<file path="src/rtl/mem_bus_arb_pkg.sv">
// Shared types for the program/data RAM arbiter.
//   arb_state_t : access sequencer states (IDLE -> ACCESS -> DONE -> IDLE)
//   owner_t     : which requester holds the bus (OWN_CPU=0, OWN_LDR=1)
package mem_bus_arb_pkg;

    typedef enum logic [1:0] {
        IDLE   = 2'd0,
        ACCESS = 2'd1,
        DONE   = 2'd2
    } arb_state_t;

    typedef enum logic {
        OWN_CPU = 1'b0,
        OWN_LDR = 1'b1
    } owner_t;

endpackage

</file>
<file path="src/rtl/arb_pick2.sv">
// Combinational two-way grant picker.
// Ports:
//   req[1:0]   in  request vector, bit 0 = CPU, bit 1 = loader
//   lock       in  CPU lock (multi-access ops keep the CPU in front)
//   prio_cpu   in  1: CPU always wins a contest; 0: round-robin
//   last_owner in  owner of the previous completed access
//   owner      out chosen requester (only meaningful when req != 0)
module arb_pick2
    import mem_bus_arb_pkg::*;
(
    input  logic [1:0] req,
    input  logic       lock,
    input  logic       prio_cpu,
    input  owner_t     last_owner,
    output owner_t     owner
);

    always_comb begin
        owner = OWN_CPU;
        if (req == 2'b10) begin
            // Lone loader always wins, even if the CPU holds lock.
            owner = OWN_LDR;
        end else if (req == 2'b11 && !lock && !prio_cpu && last_owner == OWN_CPU) begin
            // Contested, no CPU preference: alternate away from the last owner.
            owner = OWN_LDR;
        end
    end

endmodule

</file>
<file path="src/rtl/mem_bus_arbiter.sv">
// Shares the single-port program/data RAM between the CPU control path and
// the program loader/IO port. A winner is picked in IDLE, its request is
// latched, the RAM is held for WAIT_STATES+1 ACCESS cycles, and a one-cycle
// ready pulse (with captured read data) is returned in DONE.
// Ports:
//   clk, reset_n                       clock, async active-low reset
//   cpu_req/we/lock/addr/wdata         CPU request side
//   cpu_rdata, cpu_ready               CPU response (rdata valid with ready)
//   ldr_req/we/addr/wdata              loader request side
//   ldr_rdata, ldr_ready               loader response
//   mem_addr/wdata/we/re, mem_rdata    RAM port
//   owner, busy                        current grant and activity status
module mem_bus_arbiter
    import mem_bus_arb_pkg::*;
#(
    parameter int ADDR_W      = 8,
    parameter int DATA_W      = 8,
    parameter int WAIT_STATES = 2,
    parameter bit PRIO_CPU    = 1'b0
) (
    input  logic              clk,
    input  logic              reset_n,
    input  logic              cpu_req,
    input  logic              cpu_we,
    input  logic              cpu_lock,
    input  logic [ADDR_W-1:0] cpu_addr,
    input  logic [DATA_W-1:0] cpu_wdata,
    output logic [DATA_W-1:0] cpu_rdata,
    output logic              cpu_ready,
    input  logic              ldr_req,
    input  logic              ldr_we,
    input  logic [ADDR_W-1:0] ldr_addr,
    input  logic [DATA_W-1:0] ldr_wdata,
    output logic [DATA_W-1:0] ldr_rdata,
    output logic              ldr_ready,
    output logic [ADDR_W-1:0] mem_addr,
    output logic [DATA_W-1:0] mem_wdata,
    output logic              mem_we,
    output logic              mem_re,
    input  logic [DATA_W-1:0] mem_rdata,
    output logic              owner,
    output logic              busy
);

    localparam logic [2:0] WS_LAST = 3'(WAIT_STATES);

    arb_state_t        state, state_nx;
    logic [2:0]        cnt, cnt_nx;
    owner_t            own_q, own_nx, last_q, last_nx, pick;
    logic              we_q, we_nx;
    logic [ADDR_W-1:0] addr_q, addr_nx;
    logic [DATA_W-1:0] wdata_q, wdata_nx;
    logic [DATA_W-1:0] cpu_rdata_nx, ldr_rdata_nx;
    logic              mem_we_nx, mem_re_nx, busy_nx, cpu_ready_nx, ldr_ready_nx;

    arb_pick2 u_pick (
        .req        ({ldr_req, cpu_req}),
        .lock       (cpu_lock),
        .prio_cpu   (PRIO_CPU),
        .last_owner (last_q),
        .owner      (pick)
    );

    // Next-state and next-output logic; every output is registered so the
    // RAM strobes change only on clock edges (or on reset).
    always_comb begin
        state_nx     = state;
        cnt_nx       = cnt;
        own_nx       = own_q;
        last_nx      = last_q;
        we_nx        = we_q;
        addr_nx      = addr_q;
        wdata_nx     = wdata_q;
        cpu_rdata_nx = cpu_rdata;
        ldr_rdata_nx = ldr_rdata;
        mem_we_nx    = 1'b0;
        mem_re_nx    = 1'b0;
        busy_nx      = 1'b0;
        cpu_ready_nx = 1'b0;
        ldr_ready_nx = 1'b0;

        unique case (state)
            IDLE: begin
                if (cpu_req || ldr_req) begin
                    own_nx    = pick;
                    we_nx     = (pick == OWN_LDR) ? ldr_we    : cpu_we;
                    addr_nx   = (pick == OWN_LDR) ? ldr_addr  : cpu_addr;
                    wdata_nx  = (pick == OWN_LDR) ? ldr_wdata : cpu_wdata;
                    // Write strobe is a single pulse on the first ACCESS cycle.
                    mem_we_nx = we_nx;
                    mem_re_nx = !we_nx;
                    busy_nx   = 1'b1;
                    cnt_nx    = 3'd0;
                    state_nx  = ACCESS;
                end
            end
            ACCESS: begin
                busy_nx = 1'b1;
                if (cnt == WS_LAST) begin
                    // Read data is valid now; capture it for the owner only.
                    if (!we_q) begin
                        if (own_q == OWN_LDR) ldr_rdata_nx = mem_rdata;
                        else                  cpu_rdata_nx = mem_rdata;
                    end
                    ldr_ready_nx = (own_q == OWN_LDR);
                    cpu_ready_nx = (own_q == OWN_CPU);
                    state_nx     = DONE;
                end else begin
                    cnt_nx    = cnt + 3'd1;
                    mem_re_nx = !we_q;
                end
            end
            DONE: begin
                last_nx  = own_q;
                state_nx = IDLE;
            end
            default: state_nx = IDLE;
        endcase
    end

    always_ff @(posedge clk or negedge reset_n) begin
        if (!reset_n) begin
            state     <= IDLE;
            cnt       <= 3'd0;
            own_q     <= OWN_CPU;
            last_q    <= OWN_LDR;   // CPU wins the first contest
            we_q      <= 1'b0;
            addr_q    <= '0;
            wdata_q   <= '0;
            cpu_rdata <= '0;
            ldr_rdata <= '0;
            mem_we    <= 1'b0;
            mem_re    <= 1'b0;
            busy      <= 1'b0;
            cpu_ready <= 1'b0;
            ldr_ready <= 1'b0;
        end else begin
            state     <= state_nx;
            cnt       <= cnt_nx;
            own_q     <= own_nx;
            last_q    <= last_nx;
            we_q      <= we_nx;
            addr_q    <= addr_nx;
            wdata_q   <= wdata_nx;
            cpu_rdata <= cpu_rdata_nx;
            ldr_rdata <= ldr_rdata_nx;
            mem_we    <= mem_we_nx;
            mem_re    <= mem_re_nx;
            busy      <= busy_nx;
            cpu_ready <= cpu_ready_nx;
            ldr_ready <= ldr_ready_nx;
        end
    end

    assign mem_addr  = addr_q;
    assign mem_wdata = wdata_q;
    assign owner     = own_q;

endmodule

</file>
<file path="config.mk">
export PLATFORM = sky130hd
export DESIGN_NAME = mem_bus_arbiter
export DESIGN_NICKNAME = d
export VERILOG_FILES = /design/src/rtl/mem_bus_arb_pkg.sv /design/src/rtl/arb_pick2.sv /design/src/rtl/mem_bus_arbiter.sv
export SDC_FILE = /design/constraint.sdc
export NUM_CORES = 1
export LEC_CHECK = 0
export BUFFER_PORTS_ARGS = -buffer_cell sky130_fd_sc_hd__buf_2
export CAP_MARGIN = 0
export CORE_MARGIN = 4
export CORE_UTILIZATION = 44
export CTS_CLUSTER_SIZE = 40
export DETAILED_ROUTE_END_ITERATION = 8
export PLACE_DENSITY = 0.74
export SYNTH_ARGS = -nofsm -noshare
export SYNTH_HDL_FRONTEND = slang
export SYNTH_SLANG_ARGS = --single-unit
</file>
<file path="constraint.sdc">
create_clock -name clk -period 3.8 [get_ports clk]
set_input_delay 0.57 -clock clk [delete_from_list [all_inputs] [get_ports clk]]
set_output_delay 0.57 -clock clk [all_outputs]
set_load 0.01 [all_outputs]
</file>
# == Word-level counts from Yosys, hierarchy flattened ==
# Cells that the tools add are included.
# W data, S select, Z words.
# classes
add_sub_neg,1
n_eq_ne,8
n_mux,22
bitwise,3
n_reduce_logical,13
# ops
cell,count
$mux W8,2
$mux W1,12
$reduce_and A4 Y1,2
$eq A2 B2 Y1 const B,3
$mux W3,2
$ne A2 B2 Y1 const B,3
$pmux W3 S2,1
$mux W2,2
$pmux W1 S2,2
$pmux W2 S2,1
$reduce_and A2 Y1,2
$add A3 B1 Y3 const B,1
$eq A3 B2 Y1 const B,1
$logic_not A1 Y1,3
$not A1 Y1,3
$reduce_and A3 Y1,1
$eq A2 B1 Y1 const B,1
$logic_and A1 B1 Y1,2
$logic_not A2 Y1,1
$reduce_bool A2 Y1,1
$logic_or A1 B1 Y1,1
# totals
reg_bits,45
in_bits,47
out_inout_bits,38
elab_cells,61

# == Logic depth before layout (Yosys ltp) ==
# logic_depth
ltp_word,9
ltp_mapped,6
depth_no_buf,5

# == Cells and area by module ==
# A second synthesis with hierarchy kept.
# hier_totals
hier_cells,153
hier_area_um2,1935.6
# by_module_without_submodules
mod,instances,cells_each,area_per_inst_um2,seq_area_each_um2
mem_bus_arbiter,1,151,1921.8,1127.3
arb_pick2,1,2,13.8,0.0

# == Worst setup path before layout ==
# No wires, ideal clock.
# synth_path
kind,input-to-reg
start,in cpu_lock
end,"reg addr_q[0], in the netlist mem_addr[0]"
setup_time_ns,0.126
t_arrival_ns,1.553
required_ns,3.674
slack_ns,2.121
cell_stages,5
path_buffers,2
path_cell_list,o21ai_1 > clkbuf_1 > nand2_1 > buf_2 > a221o_1
# synth_between
elab_chain_len,6
# synth_rtl
item,line,rtl
"start, declared",mem_bus_arbiter.sv:25,"input logic cpu_lock,"
$logic_not A1 Y1,arb_pick2.sv:23,end else if (req == 2'b11 && !lock && !prio_cpu && last_owner == OWN_CPU) begin
$logic_and A1 B1 Y1 (2 in a row),arb_pick2.sv:23,
$mux W1,arb_pick2.sv:23,
$mux W1,arb_pick2.sv:20,if (req == 2'b10) begin
$mux W8,mem_bus_arbiter.sv:87,addr_nx = (pick == OWN_LDR) ? ldr_addr : cpu_addr;
"end signal, assigned",mem_bus_arbiter.sv:143,addr_q <= addr_nx;
"end, declared",mem_bus_arbiter.sv:51,"logic [ADDR_W-1:0] addr_q, addr_nx;"
# Every way passes these cells.
# A chain may end at the register's enable or synchronous reset.

# == Worst setup path after layout ==
# layout_path
start,in ldr_req
end,"reg addr_q[6], in the netlist mem_addr[6]"
# layout_between
elab_chain_len,6
elab_cells_between_ends,9
classes_between,eq/ne (2); mux (3); reduce/logical (4)
# layout_rtl
item,line,rtl
"start, declared",mem_bus_arbiter.sv:30,"input logic ldr_req,"
$eq A2 B2 Y1,arb_pick2.sv:23,
$logic_and A1 B1 Y1 (2 in a row),arb_pick2.sv:23,
$mux W1,arb_pick2.sv:23,
$mux W1,arb_pick2.sv:20,
$mux W8,mem_bus_arbiter.sv:87,
# Parallel ways exist; a longest one is shown, timed or not.

==> flow_summary_export.csv <==
group,metric,value,unit
status,outcome,"complete, no violations",
pwr,p_sw_share,34.9,%
global_route,overflow,0,
clock_network,clock-sinks,45,
placement,placed_cells,287,
pwr,leakage,0.00137,uW
global_route,grt_max_degree,46,
clock_network,cts_setup_buffers,0,
detailed_routing,vias,1596,
flow_run,drv_cap,0,
global_route,antenna_found_initial,0,
pwr,power_frac_clock,15.3,%
setup_path,cp-endpoint,"mem_addr[6]$_DFFE_PN0P_",
synthesis,ys_async_sr_fraction,100,%
detailed_routing,drt-total-wl,4.57,mm
die,initial_core_util,46.3,%
die,rows,24,
clock_network,cts_made_buffers,5,
setup_path,critical_path_class,"in -> reg",
clock_network,cts-resized-gates,0,
timing,rsz0062_at_grt,"no",
setup_path,cp-startpoint,"ldr_req",
pwr,p_per_area,773,mW/mm^2
timing,drv_slew,0,
synthesis,ys.flop_type,"dfrtp_1",
timing,period_needed,2020,ps
detailed_routing,drtIter0Drc,56,
pwr,seqPwrFrac,41.6,%
synthesis,synth_area,0.00206,mm^2
detailed_routing,drt-pass1-iter-count,4,
layout,antenna_cells,0,
detailed_routing,routedWlPerCell,15.5,um
layout,fin_nets,291,
die,ios,85,
layout,drive_gt1_share,48.6,%
setup_path,worst_ep_arrival_time,2190,ps
clock_network,cts.clk_slew.worst_paths,80,ps
timing,slew_headroom,37.0,%
timing,setup_viol,0,
detailed_routing,antenna_left,0,
setup_path,r2r_cells,5,
placement,place_hpwl,3.35,mm
setup_path,reg2reg_from,"cnt[0]$_DFFE_PN0P_",
clock_network,cts_tree,"done",
setup_path,endpoint_kind,"flop",
die,die_x,76.4,um
setup_path,worstPathRequired,3970,ps
layout,final_cells,295,
placement,place_congestion,0.729,
setup_path,worstSetupStartpointType,"primary input",
synthesis,synth_edf_count,0,
detailed_routing,drc,0,
placement,preCtsSetupSlack,1500,ps
pwr,p_sw,702,uW
die,die_h,76.4,um
timing,finalHoldViolations,0,
clock_network,cts-root-buf,"clkbuf_8",
clock_network,worstSkewPairLatency,280,ps
pwr,power,2010,uW
timing,tns,0,ps
min_path,hold_class,"in -> async",
pwr,internal-power,1310,uW
synthesis,synth-seq-area-share,54.8,%
global_route,grt_pass1_wl,7.67,mm
placement,port_buffers,84,
layout,fin_area,0.00261,mm^2
pwr,peakVddDrop,273,uV
clock_network,cts_buffer_depth,2,
synthesis,syn_inst,161,
timing,max_freq,495,MHz
global_route,grt.total_usage,16.2,%
layout,area_growth_syn_to_layout,26.6,%
synthesis,syn_area_per_cell,12.8,um^2
timing,setup_slack,1780,ps
pwr,combPwrFrac,43.1,%
global_route,grt_pass1_vias,1566,
setup_path,crit_fanout,21,
timing,period_share,53.1,%
synthesis,ys_ff_latch,45,
synthesis,yosysWarnings,0,
timing,finClkSkew,4.19,ps
setup_path,rrSetupSlack,1890,ps
clock_network,ctsHtreeMaxLevel,2,
die,coreArea,0.00444,mm^2
detailed_routing,vias_per_cell,5.41,
clock_network,holdBufCountCts,0,
synthesis,ys_types,37,
setup_path,r2r-end,"ldr_rdata[5]$_DFFE_PN0P_",
synthesis,syn_nets,210,
timing,worstMarginPinSlew,945,ps
die,dieArea,0.00584,mm^2
placement,dpl_cell_area,0.00250,mm^2
routing by layer:
metal  GRT usage, %  wire length [um]  part of all wire, %
met1           22.1              2080                   46
met4           4.35                42                 0.92
met5              0                 0                    0
met2           25.2              2060                   45
met3           4.73               387                  8.5
worst max-delay path, cell delays in order:
cell     delay, ps
buf_2          260
or2_1          540
nand2_2        360
a221o_1        440
metrics by stage:
stage	util, %	hold slack [ps]
floorplan	-	274
global placement	56.3	478
detailed placement	56.3	486
CTS	58.6	462
global route	58.6	512
finish	58.6	426
worst min-delay path by stage:
stage	to	slack, ps
floorplan	busy$_DFF_PN0_	270
global placement	cpu_ready$_DFF_PN0_	480
detailed placement	ldr_rdata[7]$_DFFE_PN0P_	490
CTS	cpu_rdata[5]$_DFFE_PN0P_	460
global route	state[0]$_DFFE_PN0P_	510
finish	ldr_ready$_DFF_PN0_	430
sequential cells by signal, summed over array words and instances (netlist names):
signal / count
cpu_rdata: 8
ldr_rdata: 8
mem_addr: 8
mem_wdata: 8
cnt: 3
state: 2
busy: 1
cpu_ready: 1
last_q: 1
ldr_ready: 1
mem_re: 1
mem_we: 1
owner: 1
we_q: 1
final cells by class:
class / instances / area, um^2
sequential: 45 / 1130
tap: 52 / 65.1
fill: 379 / 1840
multi-input combinational: 98 / 853
clock inverter: 1 / 5.00
timing repair buffer: 86 / 435
clock buffer: 7 / 96.3
inverter: 6 / 22.5
kinds of logic after synthesis:
kind of cell / after synthesis / share of synthesized area [%]
buffers and inverters: 18 / 3.77
flip-flops: 45 / 54.8
multiplexers: 17 / 10.7
adder cells (fa/ha/maj): 2 / 1.22
AO/OA/AOI/OAI: 29 / 11.8
AND/OR/NAND/NOR: 50 / 17.8
Yosys cell counts (2+ instances only):
library cell	number	area share, %
o21ai_0	3	0.73
ha_1	2	1.2
and4_1	16	6.8
and3_1	16	4.9
nor2_1	2	0.36
mux2_2	8	4.4
dfrtp_1	44	53
buf_2	2	0.49
nand2_1	2	0.36
nand3_1	2	0.49
clkbuf_1	9	1.6
inv_1	6	1.1
a21oi_1	3	0.73
a221o_1	16	7.8
mux2_4	8	5.8
layout by cell type, fill, tap and decap left out, drive strengths merged, types with 2 or more instances in the layout:
cell type,instances
buf,86
dfrtp,44
and3,16
and4,16
a221o,16
mux2,16
clkbuf,7
inv,6
o21ai,4
a21oi,3
nand2,3
nor2,3
nand3,2
ha,2
or2,2
nor3,2
power groups by stage:
stage / Combinational [uW] / Clock, uW / Sequential, uW
final: 868 / 308 / 837
after global routing: 954 / 339 / 872
after CTS: 878 / 318 / 840
after detailed placement: 881 / 0 / 843
after global placement: 853 / 0 / 844
after floorplan: 472 / 0 / 924
(Power assumes the default switching activity.)
